--- src/rtl/axi_burst_master.sv ---
`default_nettype none
// ============================================================================
// Module   : axi_burst_master
// Purpose  : Single-outstanding AXI4 master; one request becomes one INCR
//            burst and finishes with one completion pulse and merged response.
// Revision : 1.0 - initial release
// ============================================================================
module axi_burst_master #(
    parameter int ID_W      = 4,
    parameter int MASTER_ID = 0,
    parameter int LEN_W     = 4
) (
    input  logic             ACLK,
    input  logic             ARESET,
    // request port
    input  logic             req_valid,
    output logic             req_ready,
    input  logic             req_write,
    input  logic [31:0]      req_addr,
    input  logic [LEN_W-1:0] req_len,
    // write-data stream
    input  logic             wr_valid,
    output logic             wr_ready,
    input  logic [31:0]      wr_data,
    input  logic [3:0]       wr_strb,
    // read-data stream
    output logic             rd_valid,
    input  logic             rd_ready,
    output logic [31:0]      rd_data,
    output logic             rd_last,
    // completion
    output logic             done,
    output logic [1:0]       done_resp,
    // AXI read address
    output logic [ID_W-1:0]  ARID,
    output logic [31:0]      ARADDR,
    output logic [LEN_W-1:0] ARLEN,
    output logic [2:0]       ARSIZE,
    output logic [1:0]       ARBURST,
    output logic             ARVALID,
    input  logic             ARREADY,
    // AXI read data
    input  logic [ID_W-1:0]  RID,
    input  logic [31:0]      RDATA,
    input  logic [1:0]       RRESP,
    input  logic             RLAST,
    input  logic             RVALID,
    output logic             RREADY,
    // AXI write address
    output logic [ID_W-1:0]  AWID,
    output logic [31:0]      AWADDR,
    output logic [LEN_W-1:0] AWLEN,
    output logic [2:0]       AWSIZE,
    output logic [1:0]       AWBURST,
    output logic             AWVALID,
    input  logic             AWREADY,
    // AXI write data
    output logic [31:0]      WDATA,
    output logic [3:0]       WSTRB,
    output logic             WLAST,
    output logic             WVALID,
    input  logic             WREADY,
    // AXI write response
    input  logic [ID_W-1:0]  BID,
    input  logic [1:0]       BRESP,
    input  logic             BVALID,
    output logic             BREADY
);

    localparam logic [2:0] S_IDLE = 3'd0;
    localparam logic [2:0] S_AR   = 3'd1;
    localparam logic [2:0] S_R    = 3'd2;
    localparam logic [2:0] S_AW   = 3'd3;
    localparam logic [2:0] S_W    = 3'd4;
    localparam logic [2:0] S_B    = 3'd5;
    localparam logic [2:0] S_ERR  = 3'd6;
    localparam logic [2:0] S_DONE = 3'd7;

    localparam logic [1:0] RESP_OKAY   = 2'b00;
    localparam logic [1:0] RESP_SLVERR = 2'b10;
    localparam int         SPAN_W      = LEN_W + 14;

    logic [2:0]        r_state;
    logic [2:0]        w_next;
    logic [31:0]       r_addr;
    logic [LEN_W-1:0]  r_len;
    logic [LEN_W:0]    r_cnt;
    logic [1:0]        r_resp;

    logic              w_req_hs;
    logic              w_cross;
    logic              w_at_last;
    logic              w_r_hs;
    logic              w_w_hs;
    logic              w_rlast_err;
    logic [SPAN_W-1:0] w_end_addr;
    logic              w_unused;

    function automatic logic [1:0] resp_max(input logic [1:0] a, input logic [1:0] b);
        return (a > b) ? a : b;
    endfunction

    assign w_req_hs    = req_valid && req_ready;
    // Burst end (exclusive) must not pass the next 4KB page boundary
    assign w_end_addr  = SPAN_W'({req_addr[11:2], 2'b00})
                       + ((SPAN_W'(req_len) + SPAN_W'(1)) << 2);
    assign w_cross     = w_end_addr > SPAN_W'(4096);
    assign w_at_last   = (r_cnt == {1'b0, r_len});
    assign w_r_hs      = (r_state == S_R) && RVALID && rd_ready;
    assign w_w_hs      = (r_state == S_W) && wr_valid && WREADY;
    assign w_rlast_err = (RLAST != w_at_last);
    assign w_unused    = ^{RID, BID, req_addr[1:0]};

    always_ff @(posedge ACLK) begin
        if (ARESET) begin
            r_state <= S_IDLE;
        end else begin
            r_state <= w_next;
        end
    end

    always_comb begin
        w_next = r_state;
        case (r_state)
            S_IDLE: if (w_req_hs) w_next = w_cross ? S_ERR : (req_write ? S_AW : S_AR);
            S_AR:   if (ARREADY) w_next = S_R;
            S_R:    if (w_r_hs && w_at_last) w_next = S_DONE;
            S_AW:   if (AWREADY) w_next = S_W;
            S_W:    if (w_w_hs && w_at_last) w_next = S_B;
            S_B:    if (BVALID) w_next = S_DONE;
            S_ERR:  w_next = S_DONE;
            S_DONE: w_next = S_IDLE;
            default: w_next = S_IDLE;
        endcase
    end

    always_ff @(posedge ACLK) begin
        if (ARESET) begin
            r_addr <= '0;
            r_len  <= '0;
            r_cnt  <= '0;
            r_resp <= RESP_OKAY;
        end else begin
            if (w_req_hs) begin
                r_addr <= {req_addr[31:2], 2'b00};
                r_len  <= req_len;
                r_cnt  <= '0;
                r_resp <= w_cross ? RESP_SLVERR : RESP_OKAY;
            end
            if (w_r_hs) begin
                r_cnt  <= r_cnt + (LEN_W+1)'(1);
                r_resp <= resp_max(r_resp, resp_max(RRESP, w_rlast_err ? RESP_SLVERR : RESP_OKAY));
            end
            if (w_w_hs) begin
                r_cnt <= r_cnt + (LEN_W+1)'(1);
            end
            if ((r_state == S_B) && BVALID) begin
                r_resp <= resp_max(r_resp, BRESP);
            end
        end
    end

    always_comb begin
        req_ready = (r_state == S_IDLE) && !ARESET;
        ARVALID   = (r_state == S_AR);
        RREADY    = (r_state == S_R) && rd_ready;
        rd_valid  = (r_state == S_R) && RVALID;
        AWVALID   = (r_state == S_AW);
        WVALID    = (r_state == S_W) && wr_valid;
        wr_ready  = (r_state == S_W) && WREADY;
        WLAST     = (r_state == S_W) && w_at_last;
        BREADY    = (r_state == S_B);
        done      = (r_state == S_DONE);
        done_resp = (r_state == S_DONE) ? r_resp : RESP_OKAY;
    end

    assign ARID    = ID_W'(MASTER_ID);
    assign ARADDR  = r_addr;
    assign ARLEN   = r_len;
    assign ARSIZE  = 3'b010;
    assign ARBURST = 2'b01;
    assign AWID    = ID_W'(MASTER_ID);
    assign AWADDR  = r_addr;
    assign AWLEN   = r_len;
    assign AWSIZE  = 3'b010;
    assign AWBURST = 2'b01;
    assign WDATA   = wr_data;
    assign WSTRB   = wr_strb;
    assign rd_data = RDATA;
    assign rd_last = RLAST;

endmodule
`default_nettype wire
--- config.mk ---
export PLATFORM = sky130hd
export DESIGN_NAME = axi_burst_master
export DESIGN_NICKNAME = d
export VERILOG_FILES = /design/src/rtl/axi_burst_master.sv
export SDC_FILE = /design/constraint.sdc
export NUM_CORES = 1
export LEC_CHECK = 0
export CAP_MARGIN = 20
export CORE_AREA = 2 2 117 119
export DETAILED_ROUTE_END_ITERATION = 8
export DIE_AREA = 0 0 119 121
export HOLD_SLACK_MARGIN = 0.06
export PLACE_DENSITY_LB_ADDON = 0.25
export SYNTH_ARGS = -nofsm -noshare
export SYNTH_HDL_FRONTEND = slang
export SYNTH_SLANG_ARGS = --single-unit
export TNS_END_PERCENT = 100
--- constraint.sdc ---
create_clock -name ACLK -period 4.1 [get_ports ACLK]
set_input_delay 0.615 -clock ACLK [delete_from_list [all_inputs] [get_ports ACLK]]
set_output_delay 0.615 -clock ACLK [all_outputs]
set_load 0.01 [all_outputs]
==> results of run 1 <==
-- cells in the mapped netlist (3+ instances only) --
master | count | area (um^2)
ha_1 | 13 | 163
dfxtp_1 | 44 | 881
mux2i_1 | 5 | 50.1
a21oi_1 | 14 | 70.1
nor4_1 | 5 | 31.3
o21ai_0 | 40 | 200
nor3b_1 | 3 | 22.5
a21o_1 | 3 | 22.5
xor2_1 | 9 | 78.8
a211oi_1 | 3 | 22.5
nor2_1 | 9 | 33.8
nand3_1 | 8 | 40.0
and3_1 | 8 | 50.1
nor3_1 | 8 | 40.0
inv_1 | 9 | 33.8
a32oi_1 | 3 | 26.3
clkbuf_1 | 14 | 52.6
buf_2 | 3 | 15.0
nand2_1 | 75 | 282
buf_4 | 125 | 938
and2_1 | 5 | 31.3
-- logic make-up (layout without fill, tap and decap cells) --
family | after synthesis | count (layout)
muxes | 7 | 7
DFF | 44 | 44
and+or+nand+nor | 129 | 129
adders and majority gates | 14 | 14
other | 2 | 22
buffers and inverters | 151 | 149
xor gates and xnor gates | 11 | 11
AOI/OAI and AO/OA | 87 | 87
-- stage by stage --
step / total power, mW / instance area [um^2]
after detailed placement: 1.56 / 4040
final: 2.00 / 4200
after floorplan: 1.26 / 3510
after CTS: 2.03 / 4200
after global placement: 1.55 / 4040
after global routing: 2.14 / 4200
-- worst reg2reg max path: stages, from the launching register on --
cell      delay, ps
dfxtp_1         370
xor2_1          180
nor3_1          310
nand2_1         210
xor2_1          190
ha_1            340
mux2_2          360
nor4_1          230
mux2_2          210
nor2_1           50
ha_1            290
nor2b_1         120
o21ai_0          70
a21oi_1         200
o21a_1          210
mux2i_1         200
a211oi_1         60
-- placed cells by master, fill, tap and decap left out, types with 3 or more instances in the layout --
cell type        instances
dfxtp_1                 44
nand2_1                 75
xor2_1                   9
o21ai_0                 40
inv_1                    9
nor4_1                   5
conb_1                  22
clkdlybuf4s50_1        130
a21o_1                   3
nor3b_1                  3
and2_1                   5
ha_1                    13
and3_1                   7
a211oi_1                 3
nand3_1                  8
a21oi_1                 14
mux2i_1                  5
nor3_1                   8
clkbuf_16                5
a32oi_1                  3
nor2_1                   9
-- registers in the layout, indices dropped and copies added, names as in the netlist --
signal / count
r_resp: 2
ARADDR: 30
ARLEN: 4
r_state: 3
r_cnt: 5
-- power groups by stage --
stage	Sequential, mW	Clock, mW	Combinational (mW)
4_1_cts	0.627	0.473	0.931
5_1_grt	0.644	0.494	1.00
3_5_place_dp	0.633	0	0.926
3_3_place_gp	0.631	0	0.919
6_report	0.625	0.456	0.918
2_1_floorplan	0.629	0	0.632
-- routing by layer --
metal | wire length [um] | track usage, %
met1 | 3750 | 14.1
met2 | 4530 | 20.3
met3 | 665 | 3.90
met4 | 214 | 4.46
met5 | 0 | 0
-- final timing paths --
path / from / to / slack, ps / cells after the start
setup / recovery: r_cnt[0]$_SDFFE_PP0P_ / r_resp[1]$_SDFFE_PP0P_ / 370 / 16
hold / removal: ARADDR[24]$_SDFFE_PP0P_ / ARADDR[24]$_SDFFE_PP0P_ / 480 / 2
setup reg to reg: r_cnt[0]$_SDFFE_PP0P_ / r_resp[1]$_SDFFE_PP0P_ / 370 / 16
hold reg to reg: ARADDR[24]$_SDFFE_PP0P_ / ARADDR[24]$_SDFFE_PP0P_ / 480 / 2
-- area by class of cell --
class / count / area, um^2 / share of cell area, %
flip-flops and latches: 44 / 881 / 21.0
well taps: 176 / 220 / 5.24
clock inverters: 2 / 35.0 / 0.834
inverters: 9 / 33.8 / 0.804
multi-input cells: 270 / 1590 / 37.8
clock buffers: 6 / 129 / 3.07
repair buffers: 132 / 1320 / 31.3
==> flow_metrics.env, run 1 <==
export IMPL_p_int_mw=1.30
export IMPL_drive_gt1_share_pct=3.89
export IMPL_ys_ff_latch=44
export IMPL_worst_path_buf_inv=0
export IMPL_tns_ps=0
export IMPL_min_period_ps=3730
export IMPL_maxCapViolCount=0
export IMPL_clockPowerShare_pct=22.8
export IMPL_dp_cells=631
export IMPL_power_density_mw_per_mm2=476
export IMPL_startpoint_type="flip-flop"
export IMPL_slowest_stage="dfxtp_1"
export IMPL_swShare_pct=35.0
export IMPL_p_sw_mw=0.700
export IMPL_netlist_instances=445
export IMPL_hp_class="flip-flop to flip-flop"
export IMPL_layout_worst_path_cycle_share_pct=90.9
export IMPL_cts_tree="done"
export IMPL_ir_drop_v=0.000159
export IMPL_place_gp_congestion=0.833
export IMPL_power_leakage_nw=1.62
export IMPL_vias_per_cell=4.39
export IMPL_final_cells=639
export IMPL_muxShareOfSynthArea_pct=2.11
export IMPL_synthAdderAreaFrac_pct=5.32
export IMPL_cp_slowest_stage_delay_ps=370
export IMPL_cts_root_buf="clkbuf_16"
export IMPL_layout_nets=604
export IMPL_syn_cell_area_mm2=0.00343
export IMPL_finalHoldWorstSlack_ps=476
export IMPL_cts_buffers=5
export IMPL_synthXorXnorAreaFrac_pct=2.81
export IMPL_fp_dieArea_mm2=0.0144
export IMPL_post_cts_setup_buffers=0
export IMPL_path_cells="xor2_1 -> nor3_1 -> nand2_1 -> xor2_1 -> ha_1 -> mux2_2 -> nor4_1 -> mux2_2 -> nor2_1 -> ha_1 -> nor2b_1 -> o21ai_0 -> a21oi_1 -> o21a_1 -> mux2i_1 -> a211oi_1"
export IMPL_boundaryPins=299
export IMPL_async_flop_share_pct=0
export IMPL_postSynthAreaPerCell_um2=7.71
export IMPL_area_delta_synth_final_pct=22.5
export IMPL_die_h_um=121
export IMPL_grt_pass1_vias=2635
export IMPL_outcome="completed"
export IMPL_drtAntennaViolNets=0
export IMPL_drtIter0Drc=69
export IMPL_pwr_share_seq_pct=31.3
export IMPL_cts_resized=0
export IMPL_grt_start_max_net_pins=39
export IMPL_yosysWarningCount=0
export IMPL_cp_max_fo=6
export IMPL_finalClockSkew_ps=7.02
export IMPL_synthDistinctLibCells=51
export IMPL_worst_ep_required_time_ps=4250
export IMPL_synth_ff_type="dfxtp_1"
export IMPL_worstSkewPairLatency_ps=290
export IMPL_cp_arrival_ps=3870
export IMPL_numPortBuffers=130
export IMPL_pre_cts_ws_ps=321
export IMPL_tightest_slew_ps=600
export IMPL_vias=2803
export IMPL_firstDrtPassIters=4
export IMPL_finalSetupViolations=0
export IMPL_diodes=0
export IMPL_htree_levels=2
export IMPL_ctsHoldBuffers=0
export IMPL_start_util_pct=26.2
export IMPL_postLayoutCoreUtil_pct=32.1
export IMPL_critPathTopFamily="simple AND/OR/NAND/NOR gates"
export IMPL_drc_errors=0
export IMPL_slew_viol_final=0
export IMPL_grt_pass1_wl_mm=13.7
export IMPL_die_w_um=119
export IMPL_rows=42
export IMPL_overflow=0
export IMPL_wl_per_cell_um=14.3
export IMPL_hold_viol_final=0
export IMPL_clock_sinks=44
export IMPL_slew_headroom_pct=59.9
export IMPL_grtUsageTotal_pct=12.0
export IMPL_setup_slack_ps=375
export IMPL_fill_cells=1388
export IMPL_rsz0062_at_grt="no"
export IMPL_synth_edf_count=0
export IMPL_worstSetupPathType="flip-flop to flip-flop"
export IMPL_synth_top_family_by_area="buffers and inverters"
export IMPL_fp_coreArea_mm2=0.0131
export IMPL_hpwl_mm=7.10
export IMPL_max_freq_mhz=268
export IMPL_synth_seq_area_share_pct=25.7
export IMPL_clock_path_buffers=2
export IMPL_synth_simple_area_share_pct=17.3
export IMPL_comb_power_share_pct=45.9
export IMPL_cts_clk_slew_worst_paths_ps=60
export IMPL_synth_compound_area_share_pct=16.3
export IMPL_critPathCaptureType="flip-flop"
export IMPL_antenna_found_initial=0
export IMPL_wl_mm=9.16
(Power assumes the default switching activity.)
==> run 2, diff against run 1 <==
--- a/config.mk
+++ b/config.mk
@@ -6,7 +6,7 @@
 export NUM_CORES = 1
 export LEC_CHECK = 0
 export CAP_MARGIN = 20
-export CORE_AREA = 2 2 117 119
+export CORE_AREA = 4 4 115 117
 export DETAILED_ROUTE_END_ITERATION = 8
 export DIE_AREA = 0 0 119 121
 export HOLD_SLACK_MARGIN = 0.06
==> run 2 against run 1 <==
  * Flip-flop and latch count is the same
  * Fmax grew 0.12%
  * Sequential power barely moved
  * Wire length is 1.9% lower
  * First-iteration DRC count up 75%
  * Largest power group unchanged
  * Count of clock-buffer cells in the layout unchanged
==> flow_metrics.env, run 2 (same netlist as run 1, synthesis figures left out) <==
export IMPL_overflow=0
export IMPL_area_delta_synth_final_pct=22.3
export IMPL_cts_tree="done"
export IMPL_clock_path_buffers=2
export IMPL_slew_headroom_pct=57.3
export IMPL_maxCapViolCount=0
export IMPL_largest_reg_flops=30
export IMPL_mostFrequentLayoutCells="clkdlybuf4s50_1, nand2_1, dfxtp_1"
export IMPL_rsz0062_at_grt="no"
export IMPL_hpwl_mm=7.06
export IMPL_power_leakage_nw=1.62
export IMPL_tightest_slew_ps=639
export IMPL_vias_per_cell=4.35
export IMPL_ir_drop_v=0.000163
export IMPL_setup_slack_ps=379
export IMPL_clock_sinks=44
export IMPL_vias=2763
export IMPL_grtUsageTotal_pct=12.1
export IMPL_r2r_slack_ps=380
export IMPL_swShare_pct=35.0
export IMPL_antenna_found_initial=0
export IMPL_cp_slowest_stage_delay_ps=370
export IMPL_path_cells="xor2_1 -> nor3_1 -> nand2_1 -> xor2_1 -> ha_1 -> mux2_2 -> nor4_1 -> mux2_2 -> nor2_1 -> ha_1 -> nor2b_1 -> o21ai_0 -> a21oi_1 -> o21a_1 -> mux2i_1 -> a211oi_1"
export IMPL_fp_dieArea_mm2=0.0144
export IMPL_p_sw_mw=0.701
export IMPL_wl_mm=8.98
export IMPL_ctsHoldBuffers=0
export IMPL_p_int_mw=1.30
export IMPL_die_w_um=119
export IMPL_layout_nets=604
export IMPL_hp_class="flip-flop to flip-flop"
export IMPL_postLayoutCoreUtil_pct=34.0
export IMPL_cts_buffers=5
export IMPL_grt_pass1_wl_mm=14.3
export IMPL_critPathCaptureType="flip-flop"
export IMPL_worst_ep_required_time_ps=4250
export IMPL_r2r_end="r_resp[1]$_SDFFE_PP0P_"
export IMPL_boundaryPins=299
export IMPL_cp_arrival_ps=3870
export IMPL_fill_cells=1315
export IMPL_firstDrtPassIters=4
export IMPL_diodes=0
export IMPL_finalSetupViolations=0
export IMPL_rr_startpoint="r_cnt[0]$_SDFFE_PP0P_"
export IMPL_worstSkewPairLatency_ps=280
export IMPL_wl_per_cell_um=14.1
export IMPL_pwr_share_seq_pct=31.2
export IMPL_post_cts_setup_buffers=0
export IMPL_drtIter0Drc=121
export IMPL_pre_cts_ws_ps=349
export IMPL_start_util_pct=27.8
export IMPL_comb_power_share_pct=46.1
export IMPL_htree_levels=2
export IMPL_seq_area_um2=881
export IMPL_multi_input_area_mm2=0.00159
export IMPL_grt_start_max_net_pins=39
export IMPL_layout_commonest_cell="clkdlybuf4s50_1"
export IMPL_numPortBuffers=130
export IMPL_whs_path_depth=2
export IMPL_finalHoldWorstSlack_ps=475
export IMPL_cts_clk_slew_worst_paths_ps=60
export IMPL_cts_root_buf="clkbuf_16"
export IMPL_layout_worst_path_cycle_share_pct=90.7
export IMPL_drive_gt1_share_pct=3.89
export IMPL_drtAntennaViolNets=0
export IMPL_worstSetupPathType="flip-flop to flip-flop"
export IMPL_hold_viol_final=0
export IMPL_worst_hold_path_endpoint="ARADDR[14]$_SDFFE_PP0P_"
export IMPL_r2r_cells=16
export IMPL_drc_errors=0
export IMPL_hold_path_startpoint="ARADDR[14]$_SDFFE_PP0P_"
export IMPL_finalClockSkew_ps=3.89
export IMPL_rows=41
export IMPL_power_density_mw_per_mm2=477
export IMPL_slowest_stage="dfxtp_1"
export IMPL_slew_viol_final=0
export IMPL_max_freq_mhz=269
export IMPL_clockPowerShare_pct=22.7
export IMPL_startpoint_type="flip-flop"
export IMPL_place_gp_congestion=0.736
export IMPL_min_period_ps=3720
export IMPL_cp_max_fo=6
export IMPL_fp_coreArea_mm2=0.0124
export IMPL_cts_resized=0
export IMPL_tns_ps=0
export IMPL_outcome="completed"
export IMPL_die_h_um=121
export IMPL_grt_pass1_vias=2764
==> run 2: worst max-delay path: cells and delay by family (launching register included) <==
family / cells / cell delay (ps)
adder cells (fa/ha/maj): 2 / 640
XOR/XNOR: 2 / 380
flip-flops: 1 / 370
AND/OR/NAND/NOR: 5 / 910
AO/OA/AOI/OAI: 4 / 530
multiplexers: 3 / 760
==> run 2: metrics by stage <==
stage / cells / total power, mW / area (um^2)
floorplan: 465 / 1.26 / 3510
global placement: 627 / 1.56 / 4030
detailed placement: 627 / 1.57 / 4030
CTS: 635 / 2.04 / 4200
global route: 635 / 2.15 / 4200
finish: 635 / 2.00 / 4200
==> run 2: layout make-up <==
cell class              instances  share of cell area (%)
multi-input cells             270                    37.8
clock buffers                   6                    3.07
well taps                     172                    5.13
clock inverters                 2                   0.835
repair buffers                132                    31.4
flip-flops and latches         44                    21.0
inverters                       9                   0.805
==> run 2: power groups by stage <==
stage / clock [mW] / sequential (mW) / combinational [mW]
after global placement: 0 / 0.635 / 0.921
after global routing: 0.491 / 0.646 / 1.02
after detailed placement: 0 / 0.637 / 0.930
final: 0.453 / 0.625 / 0.923
after floorplan: 0 / 0.629 / 0.632
after CTS: 0.476 / 0.629 / 0.935
==> run 2: worst max-delay path by stage <==
stage,from,end,slack (ps),cells after the start
2_1_floorplan,r_cnt[0]$_SDFFE_PP0P_,r_resp[1]$_SDFFE_PP0P_,810,16
3_3_place_gp,RLAST,r_resp[1]$_SDFFE_PP0P_,400,14
3_5_place_dp,RLAST,r_resp[1]$_SDFFE_PP0P_,350,14
4_1_cts,r_cnt[0]$_SDFFE_PP0P_,r_resp[1]$_SDFFE_PP0P_,370,16
5_1_grt,r_cnt[0]$_SDFFE_PP0P_,r_resp[0]$_SDFFE_PP0P_,50,16
6_report,r_cnt[0]$_SDFFE_PP0P_,r_resp[1]$_SDFFE_PP0P_,380,16
==> run 2: per-layer routing <==
layer  up-vias  global-route usage, %  part of all wire (%)  routed length, um
li1       1394                      -                     -                  -
met1      1233                   14.7                    42               3800
met2       112                   19.9                    48               4310
met3        24                   3.68                   7.0                625
met4         0                   4.92                   2.7                246
met5         -                      0                     0                  0
